==> src/rtl/fwd_hazard_unit.sv <==
// Forwarding/hazard unit: post-EX destination tag pipeline, per-source forward selects,
// load-use stall and memory-wait freeze with timeout. Optional stall counters: FWD_STALL_STATS_EN.
module fwd_hazard_unit #(
  parameter int NUM_SRC     = 2,
  parameter int DEPTH       = 2,
  parameter int REG_AW      = 5,
  parameter int MEM_TIMEOUT = 15,
  localparam int SEL_W      = $clog2(DEPTH + 1)
) (
  input  logic                      clk,
  input  logic                      reset,
  input  logic                      ex_valid,
  input  logic [REG_AW-1:0]         ex_rd,
  input  logic                      ex_regwrite,
  input  logic                      ex_is_load,
  input  logic [NUM_SRC*REG_AW-1:0] ex_rs,
  input  logic [NUM_SRC*REG_AW-1:0] id_rs,
  input  logic [NUM_SRC-1:0]        id_rs_used,
  input  logic                      mem_ready,
  output logic [NUM_SRC*SEL_W-1:0]  fwd_sel,
  output logic                      stall_id,
  output logic                      stall_all,
  output logic                      mem_err
`ifdef FWD_STALL_STATS_EN
  ,
  output logic [31:0]               stall_id_cnt,
  output logic [31:0]               stall_all_cnt
`endif
);

  typedef enum logic {RUN, WAIT} state_t;

  logic              tag_valid_reg [DEPTH];
  logic [REG_AW-1:0] tag_rd_reg    [DEPTH];
  // Only the entry-1 load flag ever matters, so deeper stages do not carry it.
  logic              entry1_load_reg;
  logic              ld_done_reg;
  state_t            state_reg, state_next;
  logic [7:0]        wait_cnt_reg, wait_cnt_next;
  logic              mem_err_next;
  logic              ld_done_next;

  logic              ex_tag_valid;
  logic              entry1_pending;
  logic              timeout_hit;
  logic [NUM_SRC-1:0] use_hit;

  assign ex_tag_valid   = ex_valid & ex_regwrite & (ex_rd != '0);
  assign entry1_pending = tag_valid_reg[0] & entry1_load_reg & ~ld_done_reg;
  assign timeout_hit    = (state_reg == WAIT) & ~mem_ready & (wait_cnt_reg == 8'(MEM_TIMEOUT));

  generate
    for (genvar gi = 0; gi < NUM_SRC; gi++) begin : g_src
      logic [REG_AW-1:0] ex_src;
      logic [REG_AW-1:0] id_src;
      logic [SEL_W-1:0]  sel_s;

      assign ex_src = ex_rs[gi*REG_AW +: REG_AW];
      assign id_src = id_rs[gi*REG_AW +: REG_AW];

      // Scan from the oldest stage down so the nearest match overwrites.
      always_comb begin
        sel_s = '0;
        for (int k = DEPTH; k >= 1; k--) begin
          if (tag_valid_reg[k-1] && (tag_rd_reg[k-1] == ex_src) && (ex_src != '0))
            sel_s = SEL_W'(k);
        end
      end

      assign fwd_sel[gi*SEL_W +: SEL_W] = sel_s;
      assign use_hit[gi] = id_rs_used[gi] & (id_src == ex_rd);
    end
  endgenerate

  assign stall_all = ((state_reg == WAIT) & ~mem_ready) |
                     ((state_reg == RUN) & entry1_pending & ~mem_ready);
  assign stall_id  = ex_tag_valid & ex_is_load & (|use_hit) & ~stall_all;

  always_comb begin
    state_next    = state_reg;
    wait_cnt_next = wait_cnt_reg;
    mem_err_next  = mem_err;
    ld_done_next  = ld_done_reg;
    case (state_reg)
      RUN: begin
        if (entry1_pending && !mem_ready) begin
          state_next    = WAIT;
          wait_cnt_next = 8'd1;
        end
      end
      WAIT: begin
        if (mem_ready) begin
          state_next    = RUN;
          wait_cnt_next = 8'd0;
        end else if (timeout_hit) begin
          state_next    = RUN;
          wait_cnt_next = 8'd0;
          mem_err_next  = 1'b1;
        end else begin
          wait_cnt_next = wait_cnt_reg + 8'd1;
        end
      end
      default: state_next = RUN;
    endcase
    // A timed-out load counts as complete until the tags move past it.
    if (timeout_hit)
      ld_done_next = 1'b1;
    else if (!stall_all)
      ld_done_next = 1'b0;
  end

  always_ff @(posedge clk) begin
    if (reset) begin
      state_reg    <= RUN;
      wait_cnt_reg <= 8'd0;
      mem_err      <= 1'b0;
      ld_done_reg  <= 1'b0;
    end else begin
      state_reg    <= state_next;
      wait_cnt_reg <= wait_cnt_next;
      mem_err      <= mem_err_next;
      ld_done_reg  <= ld_done_next;
    end
  end

  always_ff @(posedge clk) begin
    if (reset) begin
      for (int k = 0; k < DEPTH; k++) begin
        tag_valid_reg[k] <= 1'b0;
        tag_rd_reg[k]    <= '0;
      end
      entry1_load_reg <= 1'b0;
    end else if (!stall_all) begin
      tag_valid_reg[0] <= ex_tag_valid;
      tag_rd_reg[0]    <= ex_rd;
      entry1_load_reg  <= ex_is_load;
      for (int k = 1; k < DEPTH; k++) begin
        tag_valid_reg[k] <= tag_valid_reg[k-1];
        tag_rd_reg[k]    <= tag_rd_reg[k-1];
      end
    end
  end

`ifdef FWD_STALL_STATS_EN
  always_ff @(posedge clk) begin
    if (reset) begin
      stall_id_cnt  <= 32'd0;
      stall_all_cnt <= 32'd0;
    end else begin
      if (stall_id)  stall_id_cnt  <= stall_id_cnt + 32'd1;
      if (stall_all) stall_all_cnt <= stall_all_cnt + 32'd1;
    end
  end
`endif

endmodule

==> config.mk <==
export PLATFORM = sky130hd
export DESIGN_NAME = fwd_hazard_unit
export DESIGN_NICKNAME = d
export VERILOG_FILES = /design/src/rtl/fwd_hazard_unit.sv
export SDC_FILE = /design/constraint.sdc
export NUM_CORES = 1
export LEC_CHECK = 0
export ABC_AREA = 0
export CORE_MARGIN = 4
export CORE_UTILIZATION = 43
export CTS_CLUSTER_DIAMETER = 50
export DETAILED_ROUTE_END_ITERATION = 10
export PLACE_DENSITY = 0.78
export SLEW_MARGIN = 30
export SYNTH_ARGS = -nofsm -noshare
export SYNTH_HDL_FRONTEND = slang
export SYNTH_SLANG_ARGS = --single-unit
==> constraint.sdc <==
create_clock -name clk -period 2.85 [get_ports clk]
set_input_delay 0.7125 -clock clk [delete_from_list [all_inputs] [get_ports clk]]
set_output_delay 0.7125 -clock clk [all_outputs]
set_load 0.01 [all_outputs]
==> results.py, run 1 <==
metrics = {
    "synth": {
        "mappedNetlistArea_sq_um": 1418,
        "synth_edf_count": 12,
        "ys_types": 32,
        "ys.flop_type": "edfxtp_1",
        "syn_inst": 139,
        "yosys.area.top_type_share_pct": 25.42,
        "yosysSeqAreaShare_pct": 42.37,
        "avgSynthCellArea_sq_um": 10.20,
        "synth_async_sr_flop_share_pct": 0,
        "synth.area.top_cells": "edfxtp_1 25%, dfxtp_1 17%, xnor2_1 11%",
        "synth.area.mux_share_pct": 0,
        "yosys.area_share.simple_pct": 25.33,
        "ys_ff_latch": 24,
        "synth-adder-area-share_pct": 0.8826,
        "synth_nets": 173,
        "synthXorXnorAreaFrac_pct": 22.24,
        "yosys_warnings": 0,
        "synth_compound_area_share_pct": 7.767,
        "synth.top_cells.by_count": "18 x xnor2_1, 18 x xor2_1, 13 x nor2_1",
        "synth_area_leader_cell": "edfxtp_1",
        "synth_top_family_by_area": "simple AND/OR/NAND/NOR gates",
    },
    "die": {
        "num_rows": 20,
        "initial_core_util_pct": 45.69,
        "die_w_um": 65.42,
        "dieHeight_um": 65.42,
        "die_area_sq_um": 4279,
        "coreArea_sq_um": 3103,
        "io_pins": 40,
    },
    "clock_network": {
        "cts_buffer_depth": 2,
        "path_clk_slew_ns": 0.12,
        "ctsHoldBuffers": 0,
        "cts_root_buffer": "clkbuf_4",
        "cts_max_level": 1,
        "cts_tree": "built",
        "cts_buffers": 3,
        "cts_sinks": 24,
        "clk_latency_ns": 0.31,
    },
    "hold_path": {
        "hold_path_class": "reg -> reg",
        "min_path_cells": 2,
    },
    "power": {
        "powerDensity_nw_per_um2": 352.2,
        "p_leak_uw": 0.0008105,
        "power.total_uw": 738.1,
        "vdd_drop_max_uv": 220.0,
    },
    "final_layout": {
        "fin_nets": 239,
        "areaGrowthSynthToFinish_pct": 47.84,
        "final_util_pct": 67.54,
        "diodes": 0,
        "drive_gt1_share_pct": 24.51,
        "finalInstanceArea_sq_um": 2096,
        "largest_reg_flops": 10,
        "n_fill_cell": 259,
    },
    "setup_path": {
        "cp.depth": 6,
        "crit_required_ns": 2.14,
        "crit_path_end_kind": "output pin",
        "r2r_cells": 4,
        "slowest_stage": "clkdlybuf4s50_1",
        "timing.rr.start": "state_reg",
        "reg2reg_to": "tag_rd_reg[0][5]",
        "cp_top_family": "buffers and inverters",
        "cp-startpoint": "id_rs[7]",
        "start_kind": "input pin",
        "critical_path_arrival_ns": 2.13,
        "critPathKind": "in -> out",
        "crit_fanout": 1,
        "crit_end": "stall_id",
        "path_buf_inv": 2,
        "crit_chain": "clkdlybuf4s50_1 > xor2_1 > nor4_2 > nand3_1 > a211oi_2 > buf_2",
        "slowest_delay_ns": 0.42,
        "reg2reg_slack_ns": 1.23,
    },
    "drt": {
        "drt_pass1_iterations": 4,
        "drtIter0Drc": 26,
        "vias_per_cell": 5.109,
        "drcViolationCount": 0,
        "via_count": 1267,
        "ant_nets": 0,
        "wire_per_inst_um": 13.87,
        "wl_um": 3439,
    },
    "grt": {
        "grt_pass1_wl_um": 5871,
        "grt_usage_pct": 17.34,
        "antenna_found_initial": 0,
        "grt.overflow.total": 0,
        "first_global_vias": 1333,
        "grt_max_degree": 15,
    },
    "place": {
        "port_buffers": 39,
        "place.gp.congestion": 0.8032,
        "place_area_sq_um": 1967,
        "dp_worst_setup_slack_ns": -0.5608,
        "hpwl_um": 2604,
    },
    "sta": {
        "setup_viol": 0,
        "final-max-slew-violation-count": 0,
        "tightest_slew_ns": 0.5763,
        "fin_crit_ns": 2.840,
        "relSlewSlack_pct": 61.58,
        "min_period_over_period_pct": 99.66,
        "rsz0062_at_grt": "true",
        "fmax_mhz": 352.1,
        "hold_viol": 0,
        "timing.final.ws_setup_ns": 0.009631,
        "finClkSkew_ns": 0.01522,
        "tns_ns": 0,
    },
    "run_status": {
        "outcome": "complete, no violations",
    },
    "job": {
        "cap_violations": 0,
    },
}
[area by class of cell]
class	count	area (sq um)	area share, %
Clock buffer	4	47.55	2.269
Timing Repair Buffer	65	549.3	26.21
Tap cell	44	55.05	2.627
Inverter	1	3.754	0.1791
Multi-Input combinational cell	110	839.6	40.06
Sequential cell	24	600.6	28.66
[cell families (layout without fill, tap and decap cells)]
logic type,count (synthesis),after routing
xor+xnor,36,36
simple gates,56,56
compound gates,17,17
fa+ha+maj,1,1
buf+inv,5,70
flops,24,24
[report_power, final]
group | switching [uW] | total (uW) | leakage [uW] | internal [uW]
logic | 59.0 | 149 | 0.000546 | 89.7
clock network | 97.9 | 205 | 0.0000261 | 107
registers | 11.3 | 384 | 0.000239 | 373
[cells in the final DEF, fill, tap and decap left out, types with 4 or more instances in the layout]
master           instances
xnor2_1                 18
a21oi_1                  4
edfxtp_1                12
dfxtp_1                 12
nor4_2                   5
buf_4                   26
clkdlybuf4s50_1         22
nand4_1                  4
o21ai_0                  4
xor2_1                  17
and2_1                  12
nor2_1                  13
dlygate4sd2_1            9
[worst min-delay path by stage]
stage | from | endpoint | slack (ns)
floorplan | entry1_load_reg | entry1_load_reg | 0.45
global placement | entry1_load_reg | entry1_load_reg | 0.46
detailed placement | mem_err | mem_err | 0.47
CTS | entry1_load_reg | entry1_load_reg | 0.49
global route | entry1_load_reg | entry1_load_reg | 0.53
finish | entry1_load_reg | entry1_load_reg | 0.49
[what timing repair did]
item	in CTS	in global routing
gates cloned	0	0
gates resized for setup	31	9
setup endpoints to repair	5	6
pin swaps	10	8
setup buffers	10	0
[stage by stage]
step           hold slack [ns]  std cells
5_1_grt                 0.5256        248
6_report                0.4865        248
3_5_place_dp            0.4670        234
3_3_place_gp            0.4579        234
4_1_cts                 0.4865        248
2_1_floorplan           0.4450        139
[worst min-delay path: stages, from the launching register on]
cell	delay, ns
dfxtp_1	0.34
nand2_1	0.05
a21oi_1	0.06
[per-layer routing]
layer  global-route usage, %  part of all wire, %  vias up
met5                       0                    0        -
met4                   5.699                  2.3        0
met3                   3.932                  6.0       10
met2                   30.97                   50       41
met1                   20.34                   42      587
li1                        -                    -      629
Power figures use the tool's default switching activity.
==> inputs of run 2 (changes only) <==
--- a/config.mk
+++ b/config.mk
@@ -6,12 +6,13 @@
 export NUM_CORES = 1
 export LEC_CHECK = 0
 export ABC_AREA = 0
+export ABC_CLOCK_PERIOD_IN_PS = 2350
 export CORE_MARGIN = 4
 export CORE_UTILIZATION = 43
 export CTS_CLUSTER_DIAMETER = 50
 export DETAILED_ROUTE_END_ITERATION = 10
-export PLACE_DENSITY = 0.78
-export SLEW_MARGIN = 30
+export PLACE_DENSITY = 0.81
+export SLEW_MARGIN = 0
 export SYNTH_ARGS = -nofsm -noshare
 export SYNTH_HDL_FRONTEND = slang
 export SYNTH_SLANG_ARGS = --single-unit
==> constraint.sdc (replaced) <==
create_clock -name clk -period 2.35 [get_ports clk]
set_input_delay 0.5875 -clock clk [delete_from_list [all_inputs] [get_ports clk]]
set_output_delay 0.5875 -clock clk [all_outputs]
set_load 0.01 [all_outputs]
==> run 2 against run 1 <==
The flow now finishes with violations (setup timing). Clock-buffer cell count unchanged. Sequential power grew 22%. Combinational power up 26%. Critical path depth is the same. First-iteration DRC count grew 38%. Routed wire length rose by 5.5%. Total power is 17% higher. Die area unchanged. Critical path type unchanged.
==> results.py, run 2 (synthesis results as in run 1) <==
metrics = {
    "run_status": {
        "outcome": "finished with violations",
        "failed_checks": "setup timing",
    },
    "power": {
        "vdd_drop_max_uv": 233.5,
        "powerDensity_nw_per_um2": 407.6,
        "p_clk_share_pct": 24.4,
        "internal_power_uw": 659.0,
        "pwr-share-comb_pct": 21.7,
        "switchingPower_uw": 207.9,
        "p_leak_uw": 0.0008470,
        "p_sw_share_pct": 23.98,
        "pwr-share-seq_pct": 53.9,
    },
    "hold_path": {
        "worstHoldStart": "entry1_load_reg",
        "hold_path_class": "reg -> reg",
    },
    "place": {
        "place_area_sq_um": 1982,
        "port_buffers": 39,
        "place_inst": 236,
        "place.gp.congestion": 0.8054,
        "dp_worst_setup_slack_ns": -0.8459,
        "hpwl_um": 2638,
    },
    "sta": {
        "fin_crit_ns": 2.422,
        "tns_ns": -0.1951,
        "rsz0062_at_grt": "true",
        "tightest_slew_ns": 0.5920,
        "setup_viol": 3,
        "final-max-slew-violation-count": 0,
        "timing.final.ws_setup_ns": -0.07184,
        "fmax_mhz": 412.9,
        "relSlewSlack_pct": 60.54,
        "min_period_over_period_pct": 103.1,
        "finClkSkew_ns": 0.008148,
        "hold_viol": 0,
    },
    "grt": {
        "antenna_found_initial": 0,
        "first_global_vias": 1337,
        "busiest_layer": "met2",
        "grt_use_met3_pct": 2.564,
        "grt_max_degree": 14,
        "grt_usage_pct": 17.84,
        "grt.overflow.total": 0,
        "grt_use_met1_pct": 19.81,
        "use_met2_pct": 32.87,
        "grt_pass1_wl_um": 5892,
    },
    "final_layout": {
        "final_common_cell": "buf_4",
        "drive_gt1_share_pct": 33.33,
        "largest_reg_flops": 10,
        "fin_nets": 242,
        "diodes": 0,
        "instances_no_fill": 251,
        "finalInstanceArea_sq_um": 2127,
        "areaGrowthSynthToFinish_pct": 50.04,
        "final_util_pct": 68.55,
        "final_cell_mix": "28 x buf_4, 16 x xor2_1, 16 x xnor2_1, 13 x nor2_1",
    },
    "clock_network": {
        "cts_sinks": 24,
        "cts_buffers": 3,
        "path_clk_slew_ns": 0.11,
        "clk_latency_ns": 0.32,
        "cts_root_buffer": "clkbuf_4",
        "cts_buffer_depth": 2,
        "cts_max_level": 1,
        "cts_tree": "built",
    },
    "job": {
        "cap_violations": 0,
    },
    "die": {
        "die_w_um": 65.42,
        "initial_core_util_pct": 45.69,
        "num_rows": 20,
        "io_pins": 40,
        "coreArea_sq_um": 3103,
        "dieHeight_um": 65.42,
        "die_area_sq_um": 4279,
    },
    "setup_path": {
        "crit_fanout": 2,
        "critical_path_arrival_ns": 1.83,
        "crit_required_ns": 1.76,
        "start_kind": "input pin",
        "timing.rr.start": "state_reg",
        "cp-startpoint": "ex_rs[8]",
        "critPathKind": "in -> out",
        "crit_path_end_kind": "output pin",
        "reg2reg_slack_ns": 0.70,
    },
    "drt": {
        "vias_per_cell": 5.012,
        "drtIter0Drc": 36,
        "wire_per_inst_um": 14.46,
        "ant_nets": 0,
        "wl_um": 3629,
        "drt_pass1_iterations": 4,
        "drcViolationCount": 0,
        "via_count": 1258,
    },
}
-- run 2: changes by cell type in the layout (fill, tap and decap cells not counted), sizes merged --
| cell | delta |
|---|---|
| buf | +17 |
| clkbuf | -2 |
| clkdlybuf4s15 | +3 |
| clkdlybuf4s50 | -12 |
| dlygate4sd2 | -3 |
-- run 2: worst max-delay path, cell delays in order --
cell	delay, ns
buf_6	0.09
or4_4	0.54
nor2_4	0.14
nor4_4	0.05
nor4_2	0.26
buf_2	0.17
-- run 2: timing repair --
item                                    CTS  global route
hold buffers                              0             0
pin swaps                                18            14
resized for setup                        93            15
buffers inserted                         11             3
endpoints found under the setup margin    6             5
-- run 2: final timing paths --
check,to,cells past startpoint
hold reg to reg,entry1_load_reg,2
setup / recovery,fwd_sel[3],6
hold / removal,entry1_load_reg,2
setup reg to reg,tag_rd_reg[0][5],4
-- run 2: metrics by stage --
stage               power (uW)  hold slack (ns)
floorplan                538.6           0.4450
global placement         636.9           0.4557
detailed placement       644.2           0.4634
CTS                      864.6           0.4824
global route             904.2           0.5266
finish                   867.0           0.4832
-- run 2: cell type report --
class / instances / area [sq um]
clock buffer: 4 / 36.28
fill: 261 / 975.9
inverter: 1 / 3.754
multi-input combinational: 110 / 874.6
sequential: 24 / 600.6
tap: 44 / 55.05
timing repair buffer: 68 / 556.8
-- run 2: routing by layer --
layer | share of wire (%) | up-vias | wire length (um)
li1 | - | 630 | -
met1 | 39 | 574 | 1412
met2 | 54 | 45 | 1966
met3 | 4.6 | 9 | 168
met4 | 2.3 | 0 | 82
met5 | 0 | - | 0
-- run 2: power by group through the flow --
stage / sequential (uW) / combinational, uW / clock [uW]
finish: 468 / 188 / 211
global route: 470 / 201 / 234
CTS: 467 / 177 / 220
detailed placement: 475 / 169 / 0
global placement: 474 / 163 / 0
floorplan: 471 / 67.4 / 0
==> RTL edit: new RTL, flow settings as in run 2 <==
Build with the macro `FWD_STALL_STATS_EN` defined.
--- a/src/rtl/fwd_hazard_unit.sv
+++ b/src/rtl/fwd_hazard_unit.sv
@@ -2,2 +2,4 @@
 // load-use stall and memory-wait freeze with timeout. Optional stall counters: FWD_STALL_STATS_EN.
+`define FWD_STALL_STATS_EN
+
 module fwd_hazard_unit #(
Behaviour (old outputs only; new: stall_all_cnt and stall_id_cnt): unchanged (Yosys induction, for registers that start in step).
==> RTL edit against run 2 <==
The flow still finishes with violations (negative setup slack); sequential cell count up 64; power grew to 3.2 times the old value; count of clock-buffer cells in the layout grew 7; area after synthesis increased to 3.3 times the old value; die area rose to 2.9 times the old value; routed wire length grew to 3.5 times the old value; sequential power rose to 3.3 times the old value; combinational power up 18%; final area rose to 2.9 times the old value; clock skew is essentially flat; setup slack lost 0.013 ns; critical endpoint is now fwd_sel[1]; largest power group unchanged.
==> RTL edit: results (changes against run 2) <==
status: "finished with violations"
violations: "negative setup slack"
worstHoldStart: "stall_id_cnt[23]"
use_met2_pct: 34.7  # +1.8 points
synth-xor-area-share_pct: 11.2  # -11 points
tightest_slew_ns: 0.588  # -0.00389 ns
grt_use_met3_pct: 5.00  # +2.4 points
ys_top_cells_by_count: "dfxtp_1 (76), nor2_1 (46), a21oi_1 (42), or4_1 (33), nand3_1 (31)"
numCtsBuffers: 9  # +6
gp_congestion: 0.875  # +8.6%
synthAdderAreaFrac_pct: 0.813  # -0.070 points
vias_per_cell: 5.63  # +12%
num-fill-cells: 904  # +250%
grt_first_pass_wirelength_um: 21200  # +260%
seqPwrFrac_pct: 55.6  # +1.7 points
fin_setup_tns_ns: -0.127  # +0.0680 ns
root_buffer: "clkbuf_8"
synth_cells: 517  # +270%
synth_compound_area_share_pct: 12.3  # +4.6 points
cp_top_family: "simple AND/OR/NAND/NOR gates"
place_ws_ns: -0.832  # +0.0140 ns
finalPower_mw: 2.79  # +220%
arrival_ns: 1.85  # +0.02 ns
wl_met1_um: 5470  # +290%
p_sw_share_pct: 24.9  # +0.87 points
clkTransAtPathRegs_ns: 0.09  # -0.02 ns
muxShareOfSynthArea_pct: 0.732  # +0.73 points
dp_hpwl_um: 8980  # +240%
leakage_nw: 2.09  # +150%
seq_area_sq_um: 1880  # +210%
drt_iter0_drc: 239  # +560%
critPathLaunch: "ex_rs[4]"
first_global_vias: 4421  # +230%
port_buffers: 103  # +160%
setup_slack_ns: -0.0844  # -0.0126 ns
worstReg2RegStart: "stall_all_cnt[7]"
synth.area.top_cells: "dfxtp_1 (33%), edfxtp_1 (7.8%), xor2_1 (5.7%)"
ys_seq_area_share_pct: 40.7  # -1.6 points
dp.cells: 769  # +230%
powerComb_mw: 0.221  # +18%
dr_wl_met2_um: 6150  # +210%
setup_viol: 2  # -1
finClkSkew_ns: 0.00856  # +0.000416 ns
synthesis.nets: 553  # +220%
insertion_delay_ns: 0.36  # +0.04 ns
cts_htree_levels: 3  # +2
final_nets: 683  # +180%
grt_max_degree: 62  # +48
wl_met3_um: 712  # +320%
grt_use_met1_pct: 24.7  # +4.9 points
dpl-instance-area_sq_um: 6020  # +200%
routed_wl_um: 12500  # +250%
cts_resized: 101  # +8.6%
crit_slowest_cell: "or4_4"
-- RTL edit: changes by cell type after synthesis, sizes merged, moves of 8 or more --
cell           run 2  this run
and3               3        11
buf                2        11
clkbuf             2        17
nand3              2        33
a21oi              5        42
nand2              3        24
xor2              18        30
or4                3        33
nor2              15        47
xnor2             18        29
dfxtp             12        76
nand4              4        31
o31ai              0        30
-- RTL edit: area by class of cell --
class	instances	area share, %
Clock inverter	5	0.585
Sequential cell	88	30.4
Multi-Input combinational cell	394	42.9
Clock buffer	11	2.46
Tap cell	136	2.75
Inverter	7	0.424
Timing Repair Buffer	147	20.5
-- RTL edit: path summary, 6_finish.rpt --
| check | to | slack (ns) | depth (start not counted) |
|---|---|---|---|
| setup / recovery | fwd_sel[1] | -0.08 | 6 |
| hold / removal | stall_id_cnt[23] | 0.50 | 2 |
| setup reg to reg | stall_all_cnt[30] | 0.27 | 5 |
| hold reg to reg | stall_id_cnt[23] | 0.50 | 2 |
